### config.mk
export PLATFORM = sky130hd
export DESIGN_NAME = icache_direct
export DESIGN_NICKNAME = d
export VERILOG_FILES = /design/src/rtl/icache_direct.sv
export SDC_FILE = /design/constraint.sdc
export NUM_CORES = 2
export LEC_CHECK = 0
export CAP_MARGIN = 40
export CORE_UTILIZATION = 55
export DETAILED_ROUTE_END_ITERATION = 10
export GPL_ROUTABILITY_DRIVEN = 0
export PLACE_DENSITY_LB_ADDON = 0.08
export SLEW_MARGIN = 20
export SYNTH_ARGS = -nofsm -noshare
export SYNTH_HDL_FRONTEND = slang
export SYNTH_SLANG_ARGS = --single-unit
### constraint.sdc
create_clock -name clk -period 16.9 [get_ports clk]
set_input_delay 2.535 -clock clk [delete_from_list [all_inputs] [get_ports clk]]
set_output_delay 2.535 -clock clk [all_outputs]
set_load 0.05 [all_outputs]
### src/rtl/icache_direct.sv
// Direct-mapped instruction cache: one-cycle hits, fixed-latency line fill on miss.
// Optional hit/miss statistics counters are enabled by defining ICACHE_STATS_EN.
module icache_direct #(
  parameter int unsigned NUM_LINES   = 8,
  parameter int unsigned MEM_LATENCY = 6
) (
  input  logic         clk,
  input  logic         rst_n,
  input  logic         cpu_req,
  input  logic [31:0]  cpu_addr,
  output logic [31:0]  instr,
  output logic         instr_valid,
  output logic         stall,
  output logic [31:0]  mem_addr,
  input  logic [127:0] mem_line
`ifdef ICACHE_STATS_EN
  ,
  output logic [31:0]  hit_count,
  output logic [31:0]  miss_count
`endif
);

  localparam int unsigned IDX   = $clog2(NUM_LINES);
  localparam int unsigned TAG_W = 32 - 4 - IDX;
  localparam int unsigned CNT_W = $clog2(MEM_LATENCY) + 1;

  typedef enum logic [1:0] {
    IDLE,
    MISS_WAIT,
    FILL
  } state_t;

  state_t               r_state;
  state_t               w_state_nxt;

  logic [NUM_LINES-1:0] r_valid;
  logic [TAG_W-1:0]     r_tag  [NUM_LINES];
  logic [127:0]         r_data [NUM_LINES];

  logic [31:2]          r_req_addr;
  logic [CNT_W-1:0]     r_cnt;

  logic [IDX-1:0]       w_idx;
  logic [TAG_W-1:0]     w_tag;
  logic                 w_hit;
  logic [31:0]          w_hit_word;
  logic [IDX-1:0]       w_req_idx;
  logic [TAG_W-1:0]     w_req_tag;
  logic [31:0]          w_fill_word;
  logic                 w_cnt_done;
  logic                 w_unused;

  // Request decode and lookup against the indexed line
  assign w_idx      = cpu_addr[4 +: IDX];
  assign w_tag      = cpu_addr[31 -: TAG_W];
  assign w_hit      = r_valid[w_idx] && (r_tag[w_idx] == w_tag);
  assign w_hit_word = r_data[w_idx][{cpu_addr[3:2], 5'b0} +: 32];

  // Latched miss address decode
  assign w_req_idx   = r_req_addr[4 +: IDX];
  assign w_req_tag   = r_req_addr[31 -: TAG_W];
  assign w_fill_word = r_data[w_req_idx][{r_req_addr[3:2], 5'b0} +: 32];
  assign w_cnt_done  = (r_cnt == CNT_W'(MEM_LATENCY - 1));

  // Byte-within-word bits carry no meaning for instruction fetch
  assign w_unused = ^cpu_addr[1:0];

  // State register
  always_ff @(posedge clk) begin
    if (!rst_n) r_state <= IDLE;
    else        r_state <= w_state_nxt;
  end

  // Next-state logic
  always_comb begin
    w_state_nxt = r_state;
    case (r_state)
      IDLE:      if (cpu_req && !w_hit) w_state_nxt = MISS_WAIT;
      MISS_WAIT: if (w_cnt_done) w_state_nxt = FILL;
      FILL:      w_state_nxt = IDLE;
      default:   w_state_nxt = IDLE;
    endcase
  end

  // Registered outputs, miss bookkeeping and valid bits
  always_ff @(posedge clk) begin
    if (!rst_n) begin
      instr       <= '0;
      instr_valid <= 1'b0;
      stall       <= 1'b0;
      mem_addr    <= '0;
      r_valid     <= '0;
      r_cnt       <= '0;
      r_req_addr  <= '0;
    end else begin
      instr_valid <= 1'b0;
      case (r_state)
        IDLE: begin
          if (cpu_req) begin
            if (w_hit) begin
              instr       <= w_hit_word;
              instr_valid <= 1'b1;
            end else begin
              r_req_addr <= cpu_addr[31:2];
              mem_addr   <= {cpu_addr[31:4], 4'b0};
              r_cnt      <= '0;
              stall      <= 1'b1;
            end
          end
        end
        MISS_WAIT: begin
          r_cnt <= r_cnt + CNT_W'(1);
          if (w_cnt_done) r_valid[w_req_idx] <= 1'b1;
        end
        FILL: begin
          instr       <= w_fill_word;
          instr_valid <= 1'b1;
          stall       <= 1'b0;
        end
        default: ;
      endcase
    end
  end

  // Tag/data arrays: written once per fill when the memory line is sampled
  always_ff @(posedge clk) begin
    if (rst_n && (r_state == MISS_WAIT) && w_cnt_done) begin
      r_tag[w_req_idx]  <= w_req_tag;
      r_data[w_req_idx] <= mem_line;
    end
  end

`ifdef ICACHE_STATS_EN
  // Saturating hit/miss counters, updated when a request is accepted in IDLE
  always_ff @(posedge clk) begin
    if (!rst_n) begin
      hit_count  <= '0;
      miss_count <= '0;
    end else if ((r_state == IDLE) && cpu_req) begin
      if (w_hit) begin
        if (hit_count != 32'hFFFF_FFFF) hit_count <= hit_count + 32'd1;
      end else begin
        if (miss_count != 32'hFFFF_FFFF) miss_count <= miss_count + 32'd1;
      end
    end
  end
`endif

endmodule

==> summary.txt <==
Drt
  – Vias: 29284
  – Avg Vias per Cell: 6.69
  – Drt total wl: 140000 um
  – DRT iter0 DRCs: 3100
  – Post-DRT Antenna Nets: 0
  – WL per Instance: 31.9 um
  – Drt first pass iters: 5
  – Post-route DRC: 0

Worst hold path
  – Hold Crit Start: r_valid[4]$_SDFFE_PN0P_
  – Hold Path Class: reg -> reg
  – Hold path depth: 1
  – Hold EP: r_valid[4]$_SDFFE_PN0P_

Place
  – PortBufs: 222
  – Placed Cells: 4103
  – Post-DP HPWL: 78900 um

Timing
  – Post-route clock period utilization: 39.2%
  – FMAX: 151 MHz
  – Setup Total Neg Slack: 0 ns
  – # setup viols final: 0
  – Period minus WS final: 6.63 ns
  – Slew @ Worst Pin: 1.12 ns
  – Slew HR: 25.0%
  – Final hold slack: 0.460 ns
  – Clock Skew: 0.0225 ns
  – Final hold violation count: 0
  – RSZ-0062 raised after global routing: no
  – Count of pins over their slew limit: 0

GRT
  – Initial antenna violation count: 24
  – Global-route wire length before repair: 207000 um
  – Total Routing Usage GR: 26.9%
  – Largest net degree at the start of global routing: 146
  – Total gr overflow: 0
  – Vias in the first global route: 31636

Floorplan
  – Full die area: 107000 um^2
  – Die Y: 327 um
  – Core ar.: 104000 um^2
  – Num rows: 118
  – Initial Util: 55.8%
  – I/O pin cnt: 229
  – Die X: 327 um

Synth
  – Mapped cell area: 58000 um^2
  – Count of cell types in the netlist: 46
  – Primary FF master, synth: edfxtp_1
  – Seq cells post-synth: 1305
  – Post-synthesis cell count: 2657
  – EDFF count, synth: 1224
  – Synthesized area per cell: 21.8 um^2
  – Sequential fraction of the synthesis area: 66.1%
  – Syn. warnings: 0
  – Post-synth ARST share: 0%

Critical path
  – WP data required: 17.48 ns
  – R2R depth: 9
  – CP startpoint kind: input pin
  – Crit path kind: in -> reg
  – Reg-to-Reg Start: r_state[0]$_SDFFE_PN0P_
  – Reg-to-reg endpoint: r_data[3][84]$_DFFE_PP_
  – CP max FO: 145
  – CP arrival: 7.20 ns
  – Reg-to-reg setup timing slack: 12.18 ns
  – CP Capture Type: flop

Pwr
  – Switching part of the total power: 21.3%
  – Sequential share of power: 50.8%
  – Int Power: 0.00552 W
  – Power per Cell Area: 105 nW/um^2
  – Static Leak: 20.7 nW
  – Logic gate share of total power: 7.5%
  – Peak supply drop: 0.0861 mV
  – Clock power share: 41.7%
  – Overall power: 0.00700 W
  – P_sw: 0.00149 W

Layout
  – Area grow syn2layout: 14.7%
  – Share of post-route cells with drive strength above 1: 33.9%
  – Final nets: 3035
  – Fin cells: 4377
  – Commonest non-fill, non-tap cell in the layout: edfxtp_1
  – Most frequent cells in the layout: edfxtp_1 (1224), mux4_2 (684), clkdlybuf4s50_1 (216)

CTS
  – CTS buffer count: 138
  – Htree depth: 4
  – CTS tree: yes
  – Resized cells post-CTS: 0
  – Clk buf depth: 3
  – Postcts setup bufs: 0
  – Worst skew pair latency: 0.74 ns
  – Clock transition at path regs: 0.06 ns
  – Hold_buf cts: 0
  – CTS Sinks: 1305
  – CTS root buffer: clkbuf_16

Flow run
  – Number of max-cap violations: 0

Run status
  – Status: complete, no violations
-- layer usage --
layer,track usage [%],up-vias,routed length [um]
met2,44.2,1137,70700
met3,5.91,235,10400
li1,-,12020,-
met1,36.6,15862,55300
met5,0,-,189
met4,7.98,30,3050
-- how the worst max path moves through the flow --
stage | start | to | slack, ns | cells past startpoint
2_1_floorplan | rst_n | r_data[0][0]$_DFFE_PP_ | 2.56 | 5
3_3_place_gp | cpu_addr[5] | instr[2]$_SDFFE_PN0P_ | 9.53 | 11
3_5_place_dp | cpu_addr[5] | instr[29]$_SDFFE_PN0P_ | 9.47 | 11
4_1_cts | cpu_addr[5] | instr[29]$_SDFFE_PN0P_ | 10.27 | 11
5_1_grt | cpu_addr[5] | instr[29]$_SDFFE_PN0P_ | 10.06 | 11
6_report | cpu_addr[5] | instr[29]$_SDFFE_PN0P_ | 10.27 | 11
-- critical path, cell delays in order --
cell and delay (ns):
buf_8 0.78, buf_12 0.79, and2_0 0.51, a22o_1 0.24
a221oi_1 0.06, xnor2_1 0.16, nor3b_1 0.16, a41oi_4 0.20
buf_4 0.58, or2_4 0.80, o21ai_0 0.24
-- power by group through the flow --
| stage | combinational [W] | sequential (W) | clock [W] |
|---|---|---|---|
| 4_1_cts | 0.000530 | 0.00356 | 0.00297 |
| 5_1_grt | 0.000561 | 0.00356 | 0.00309 |
| 6_report | 0.000526 | 0.00356 | 0.00292 |
| 3_3_place_gp | 0.000508 | 0.00363 | 0 |
| 3_5_place_dp | 0.000529 | 0.00363 | 0 |
| 2_1_floorplan | 0.000363 | 0.00362 | 0 |
-- state kept, by name, summed over array words and instances, names as in the netlist, named ones only --
signal / flops
r_data: 1024
r_tag: 200
instr: 32
r_req_addr: 30
r_valid: 8
r_cnt: 4
r_state: 2
instr_valid: 1
stall: 1
-- synthesized netlist by cell type, types with 28 or more instances --
master,count,share of area (%)
o211ai_1,54,0.70
mux2i_1,101,1.7
nand2_1,98,0.63
o21ai_0,28,0.24
buf_2,60,0.52
buf_4,36,0.47
dfxtp_1,81,2.8
clkbuf_1,102,0.66
edfxtp_1,1224,63
buf_1,32,0.21
mux4_2,684,27
mux2_2,32,0.62
-- layout make-up --
class	instances	area (um^2)
Sequential cell	1305	38400
Fill cell	6884	37500
Multi-Input combinational cell	1112	18600
Clock buffer	199	3920
Timing Repair Buffer	304	3430
Tap cell	1380	1730
Clock inverter	59	453
Inverter	9	33.8
Antenna cell	9	22.5
-- through the flow --
step / instance area, um^2 / worst slack [ns] / utilization (%)
global placement: 61400 / 9.53 / 59.0
floorplan: 58000 / 2.56 / -
CTS: 66400 / 10.27 / 63.8
global route: 66600 / 10.06 / 64.0
detailed placement: 62000 / 9.47 / 59.6
finish: 66600 / 10.27 / 64.0
-- kinds of logic after synthesis --
| family | count (synthesis) | share of synthesized area, % |
|---|---|---|
| flip-flops | 1305 | 66.1 |
| AND/OR/NAND/NOR | 146 | 1.12 |
| other | 1 | 0.00646 |
| AO/OA/AOI/OAI | 120 | 1.46 |
| adder cells (fa/ha/maj) | 2 | 0.0431 |
| buffers and inverters | 243 | 1.99 |
| XOR/XNOR | 23 | 0.347 |
| multiplexers | 817 | 28.9 |
Note: power is estimated with default switching activity, not from simulation.
